===== src/rtl/tanh_engine_arbiter.sv =====
// tanh_engine_arbiter: round-robin front end that shares a single tanh CORDIC
// engine between NUM_REQ requesters. A winner's operand is latched, the engine
// gets a one-cycle load pulse, its done level is trusted only after MIN_LAT
// cycles, and a stuck op is aborted after TIMEOUT cycles. Results leave on one
// tagged valid/ready response channel.
module tanh_engine_arbiter #(
  parameter int NUM_REQ = 4,
  parameter int ID_W    = 2,
  parameter int MIN_LAT = 20,
  parameter int TIMEOUT = 64
) (
  input  logic                    clk,
  input  logic                    rst,
  input  logic [NUM_REQ-1:0]      req_valid,
  input  logic [32*NUM_REQ-1:0]   req_z,
  output logic [NUM_REQ-1:0]      req_ready,
  output logic                    eng_en,
  output logic [31:0]             eng_z,
  input  logic [31:0]             eng_out,
  input  logic                    eng_done,
  output logic                    resp_valid,
  input  logic                    resp_ready,
  output logic [31:0]             resp_data,
  output logic [ID_W-1:0]         resp_id,
  output logic                    resp_err,
  output logic                    busy
);

  localparam int              CNT_W     = $clog2(TIMEOUT);
  localparam logic [CNT_W-1:0] CNT_MAX  = CNT_W'(TIMEOUT - 1);
  localparam logic [CNT_W-1:0] CNT_MIN  = CNT_W'(MIN_LAT);
  localparam logic [ID_W:0]   NUM_REQ_X = (ID_W + 1)'(NUM_REQ);
  localparam logic [ID_W-1:0] LAST_ID   = ID_W'(NUM_REQ - 1);

  typedef enum logic [1:0] {
    IDLE = 2'd0,
    LOAD = 2'd1,
    RUN  = 2'd2,
    RESP = 2'd3
  } state_t;

  state_t           state;
  state_t           state_next;
  logic [ID_W-1:0]  rr_ptr;
  logic [CNT_W-1:0] cnt;
  logic [31:0]      z_arr [NUM_REQ];
  logic             grant_found;
  logic [ID_W-1:0]  grant_idx;
  logic [ID_W:0]    scan_idx;
  logic             take;
  logic             done_ok;
  logic             timed_out;

  // Split the flat operand bus into one word per requester.
  for (genvar k = 0; k < NUM_REQ; k++) begin : g_unpack
    assign z_arr[k] = req_z[32*k +: 32];
  end

  // Round-robin search: first valid requester starting at rr_ptr, wrapping.
  always_comb begin
    grant_found = 1'b0;
    grant_idx   = '0;
    scan_idx    = '0;
    for (int i = 0; i < NUM_REQ; i++) begin
      scan_idx = {1'b0, rr_ptr} + (ID_W + 1)'(i);
      if (scan_idx >= NUM_REQ_X) begin
        scan_idx = scan_idx - NUM_REQ_X;
      end
      if (!grant_found && req_valid[scan_idx[ID_W-1:0]]) begin
        grant_found = 1'b1;
        grant_idx   = scan_idx[ID_W-1:0];
      end
    end
  end

  // A grant is only offered in IDLE and never while reset is held.
  assign take      = (state == IDLE) && grant_found && !rst;
  assign done_ok   = eng_done && (cnt >= CNT_MIN);
  assign timed_out = (cnt == CNT_MAX);
  assign busy      = (state != IDLE);
  assign eng_en    = (state == LOAD) && !rst;

  // One-hot accept toward the winning requester.
  always_comb begin
    req_ready = '0;
    if (take) begin
      req_ready[grant_idx] = 1'b1;
    end
  end

  // Next-state logic; a valid done wins over a same-cycle timeout.
  always_comb begin
    state_next = state;
    case (state)
      IDLE: if (take) state_next = LOAD;
      LOAD: state_next = RUN;
      RUN:  if (done_ok || timed_out) state_next = RESP;
      RESP: if (resp_ready) state_next = IDLE;
      default: state_next = IDLE;
    endcase
  end

  // State register.
  always_ff @(posedge clk) begin
    if (rst) begin
      state <= IDLE;
    end else begin
      state <= state_next;
    end
  end

  // Operand/tag capture, run counter and response registers.
  always_ff @(posedge clk) begin
    if (rst) begin
      rr_ptr     <= '0;
      cnt        <= '0;
      eng_z      <= '0;
      resp_valid <= 1'b0;
      resp_data  <= '0;
      resp_id    <= '0;
      resp_err   <= 1'b0;
    end else begin
      case (state)
        IDLE: begin
          if (take) begin
            eng_z   <= z_arr[grant_idx];
            resp_id <= grant_idx;
            rr_ptr  <= (grant_idx == LAST_ID) ? '0 : grant_idx + 1'b1;
          end
        end
        LOAD: begin
          cnt <= '0;
        end
        RUN: begin
          if (cnt != CNT_MAX) begin
            cnt <= cnt + 1'b1;
          end
          if (done_ok) begin
            resp_data  <= eng_out;
            resp_err   <= 1'b0;
            resp_valid <= 1'b1;
          end else if (timed_out) begin
            resp_data  <= '0;
            resp_err   <= 1'b1;
            resp_valid <= 1'b1;
          end
        end
        RESP: begin
          if (resp_ready) begin
            resp_valid <= 1'b0;
          end
        end
        default: begin
        end
      endcase
    end
  end

endmodule


===== config.mk =====
export PLATFORM = sky130hd
export DESIGN_NAME = tanh_engine_arbiter
export DESIGN_NICKNAME = d
export VERILOG_FILES = /design/src/rtl/tanh_engine_arbiter.sv
export SDC_FILE = /design/constraint.sdc
export NUM_CORES = 1
export LEC_CHECK = 0
export CORE_MARGIN = 2
export CORE_UTILIZATION = 35
export CTS_BUF_LIST = sky130_fd_sc_hd__clkbuf_16
export DETAILED_ROUTE_END_ITERATION = 12
export PLACE_DENSITY = 0.75
export SETUP_SLACK_MARGIN = 0.02
export SLEW_MARGIN = 20
export SYNTH_ARGS = -nofsm -noshare
export SYNTH_HDL_FRONTEND = slang
export SYNTH_SLANG_ARGS = --single-unit

===== constraint.sdc =====
create_clock -name clk -period 2.42 [get_ports clk]
set_clock_uncertainty 0.15 [all_clocks]
set_input_delay 0.484 -clock clk [delete_from_list [all_inputs] [get_ports clk]]
set_output_delay 0.484 -clock clk [all_outputs]
set_load 0.05 [all_outputs]

==> qor.yml <==
status: "finished with violations"
failed_checks: "negative setup slack"
max_freq_ghz: 0.380
layoutNonFillerInstCount: 1019
grt_first_pass_wirelength_um: 26200
std_cell_rows: 42
area_delta_synth_final_pct: 64.3
clkSinkCount: 78
fp.dieW_um: 121
syn-cell-area_um2: 4760
reg2reg_to: "eng_z[20]"
grt.total_usage: 0.222
ys_types: 40
final_antenna_net_count: 0
core_um2: 13200
clock_path_buffers: 2
grt_max_degree: 121
viasPerCell: 5.38
min_to: "resp_id[0]"
period_needed_ns: 2.63
antennaDiodeCount: 0
relSlewSlack: 0.504
required_ns: 1.79
wl_per_cell_um: 16.5
report.final.slew_viol_count: 0
peakVddDrop_mv: 0.506
critPathLaunchType: "register"
final_nets: 1018
antenna_found_initial: 0
criticalPathCategory: "register to output port"
cp_max_fo: 4
min_from: "resp_id[0]"
hold_buffers: 0
first_pass_iters: 5
slowest_stage: "or4_4"
vias: 5481
cpPeakStageDelay_ns: 0.53
worst_setup_path_end_kind: "output port"
hold_path.class: "register to register"
synth_ff_type: "dfxtp_1"
drt-initial-drc-count: 253
ios: 242
setup_tns_ns: -0.779
cellPowerDensity_nw_per_um2: 907
drc: 0
yosysSeqAreaShare: 0.328
syn-num-nets: 798
r2r_start: "rr_ptr[0]"
hold_depth: 2
grt_pass1_vias: 5365
h-tree-depth: 3
worst_pin_slew_ns: 0.743
avgSynthCellArea_um2: 7.69
syn-instance-count: 619
synthArstFlopShare: 0
insertion_delay_ns: 0.34
port_buffers: 241
crit_arrival_ns: 2.00
die_area_um2: 14500
period_share: 1.09
tritoncts: "yes"
overflow: 0
globalplace.congestion: 0.849
clkSlewWorstSetupHoldPaths_ns: 0.06
reg2reg_depth: 7
yosys_warnings: 0
initial_utilization: 0.359
num-fill-cells: 1192
drive_gt1_frac: 0.0902
wl_um: 16800
fp.dieH_um: 121
synth_edf_count: 0
p_leak_nw: 3.03
yosys_register_bits: 78
setup_violations: 4
dp.cells: 1000
path_cells: "nor2b_4, or4_4, and2_4, clkinv_4, ha_4, and3_4, buf_12"
worst-r2r-setup-slack_ns: 0.11
numCtsBuffers: 9
dpl.hpwl_um: 12100
rsz0062_at_grt: "yes"
hold_viol_final: 0
max_cap_violations: 0
cts_root_buf: "clkbuf_16"
timing.final.ws_setup_ns: -0.210
-- sequential cells by signal, indices dropped and copies added, names as in the netlist --
signal and flops:
eng_z 32, resp_data 32, cnt 6, resp_id 2, rr_ptr 2, state 2, resp_err 1, resp_valid 1
-- critical path, delay by kind of cell, from the launching register on --
| kind | cells | cell delay (ns) |
|---|---|---|
| flip-flops | 1 | 0.39 |
| buffers and inverters | 2 | 0.19 |
| adder cells (fa/ha/maj) | 1 | 0.11 |
| AND/OR/NAND/NOR | 4 | 0.96 |
-- Yosys cell counts, drive strengths merged, types with 2 or more instances --
master | number | area share
clkbuf | 53 | 0.042
o21ai | 38 | 0.040
o21a | 2 | 0.0032
a31oi | 2 | 0.0026
or4 | 2 | 0.0047
mux2i | 4 | 0.0084
nor3 | 5 | 0.0053
nand2 | 45 | 0.035
nor2b | 5 | 0.0066
ha | 11 | 0.029
inv | 12 | 0.0095
and2 | 31 | 0.041
a221oi | 2 | 0.0037
a211oi | 2 | 0.0032
nand3 | 36 | 0.038
nand2b | 3 | 0.0039
a21boi | 59 | 0.093
and3 | 95 | 0.12
o211ai | 2 | 0.0032
buf | 11 | 0.017
xnor2 | 2 | 0.0037
nor2 | 11 | 0.0087
a21oi | 68 | 0.072
o32ai | 31 | 0.059
dfxtp | 78 | 0.33
-- how the worst max path moves through the flow --
stage	startpoint	cells past startpoint	slack (ns)	end
finish	rr_ptr[0]	7	-0.21	req_ready[3]
CTS	rr_ptr[0]	7	-0.22	req_ready[3]
floorplan	req_valid[2]	7	-0.09	req_ready[3]
detailed placement	req_valid[2]	7	-0.65	eng_z[29]
global placement	req_valid[2]	7	-0.63	eng_z[15]
global route	rr_ptr[0]	7	-0.25	req_ready[3]
-- layout make-up --
class | count | area, µm² | share of cell area
clock buffers | 9 | 225 | 0.0288
clock inverters | 6 | 63.8 | 0.00816
inverters | 12 | 50.0 | 0.00640
multi-input cells | 465 | 2950 | 0.377
flip-flops and latches | 78 | 1570 | 0.200
well taps | 176 | 220 | 0.0282
repair buffers | 273 | 2740 | 0.351
-- power breakdown --
part	switching [mW]	internal (mW)
clock	0.549	0.791
combinational	2.38	1.63
sequential	0.188	1.55
-- cell usage in the layout, fill, tap and decap left out, types with 4 or more instances in the layout --
master	n
a21boi_0	57
a21oi_1	67
and2_1	30
and3_1	91
and3_4	4
buf_12	10
buf_4	28
clkbuf_16	9
clkdlybuf4s50_1	230
dfxtp_1	76
ha_1	9
inv_1	11
mux2i_1	4
nand2_1	44
nand3_1	36
nor2_1	10
nor3_1	5
o21ai_0	35
o32ai_1	30
-- cell families (layout without fill, tap and decap cells) --
logic type               Yosys count  count (layout)  share of synthesized area
XOR/XNOR                           2               2                    0.00368
flip-flops                        78              78                      0.328
adder cells (fa/ha/maj)           11              11                     0.0289
AO/OA/AOI/OAI                    209             209                      0.285
AND/OR/NAND/NOR                  239             239                      0.278
multiplexers                       4               4                    0.00841
buffers and inverters             76             300                     0.0686
-- through the flow --
step	power (mW)	hold slack (ns)	util	setup slack [ns]	instance area [µm²]
3_5_place_dp	5.69	0.295	0.566	-0.655	7490
4_1_cts	7.09	0.314	0.589	-0.217	7800
2_1_floorplan	4.30	0.324	-	-0.0916	4830
6_report	7.09	0.308	0.591	-0.210	7820
3_3_place_gp	5.57	0.302	0.565	-0.631	7490
5_1_grt	7.51	0.329	0.591	-0.253	7820
-- layer usage --
metal,wire [µm],global-route usage,up-vias
met2,8330,0.384,198
met5,0,0,-
met4,371,0.0712,0
met1,7060,0.277,2580
li1,-,-,2676
met3,1020,0.0415,27
-- timing repair --
action | 4_1_cts | 5_1_grt
setup endpoints to repair | 36 | 7
setup buffers | 3 | 1
pin swaps | 2 | 2
gates resized for setup | 17 | 7
Note: power is estimated with default switching activity, not from simulation.
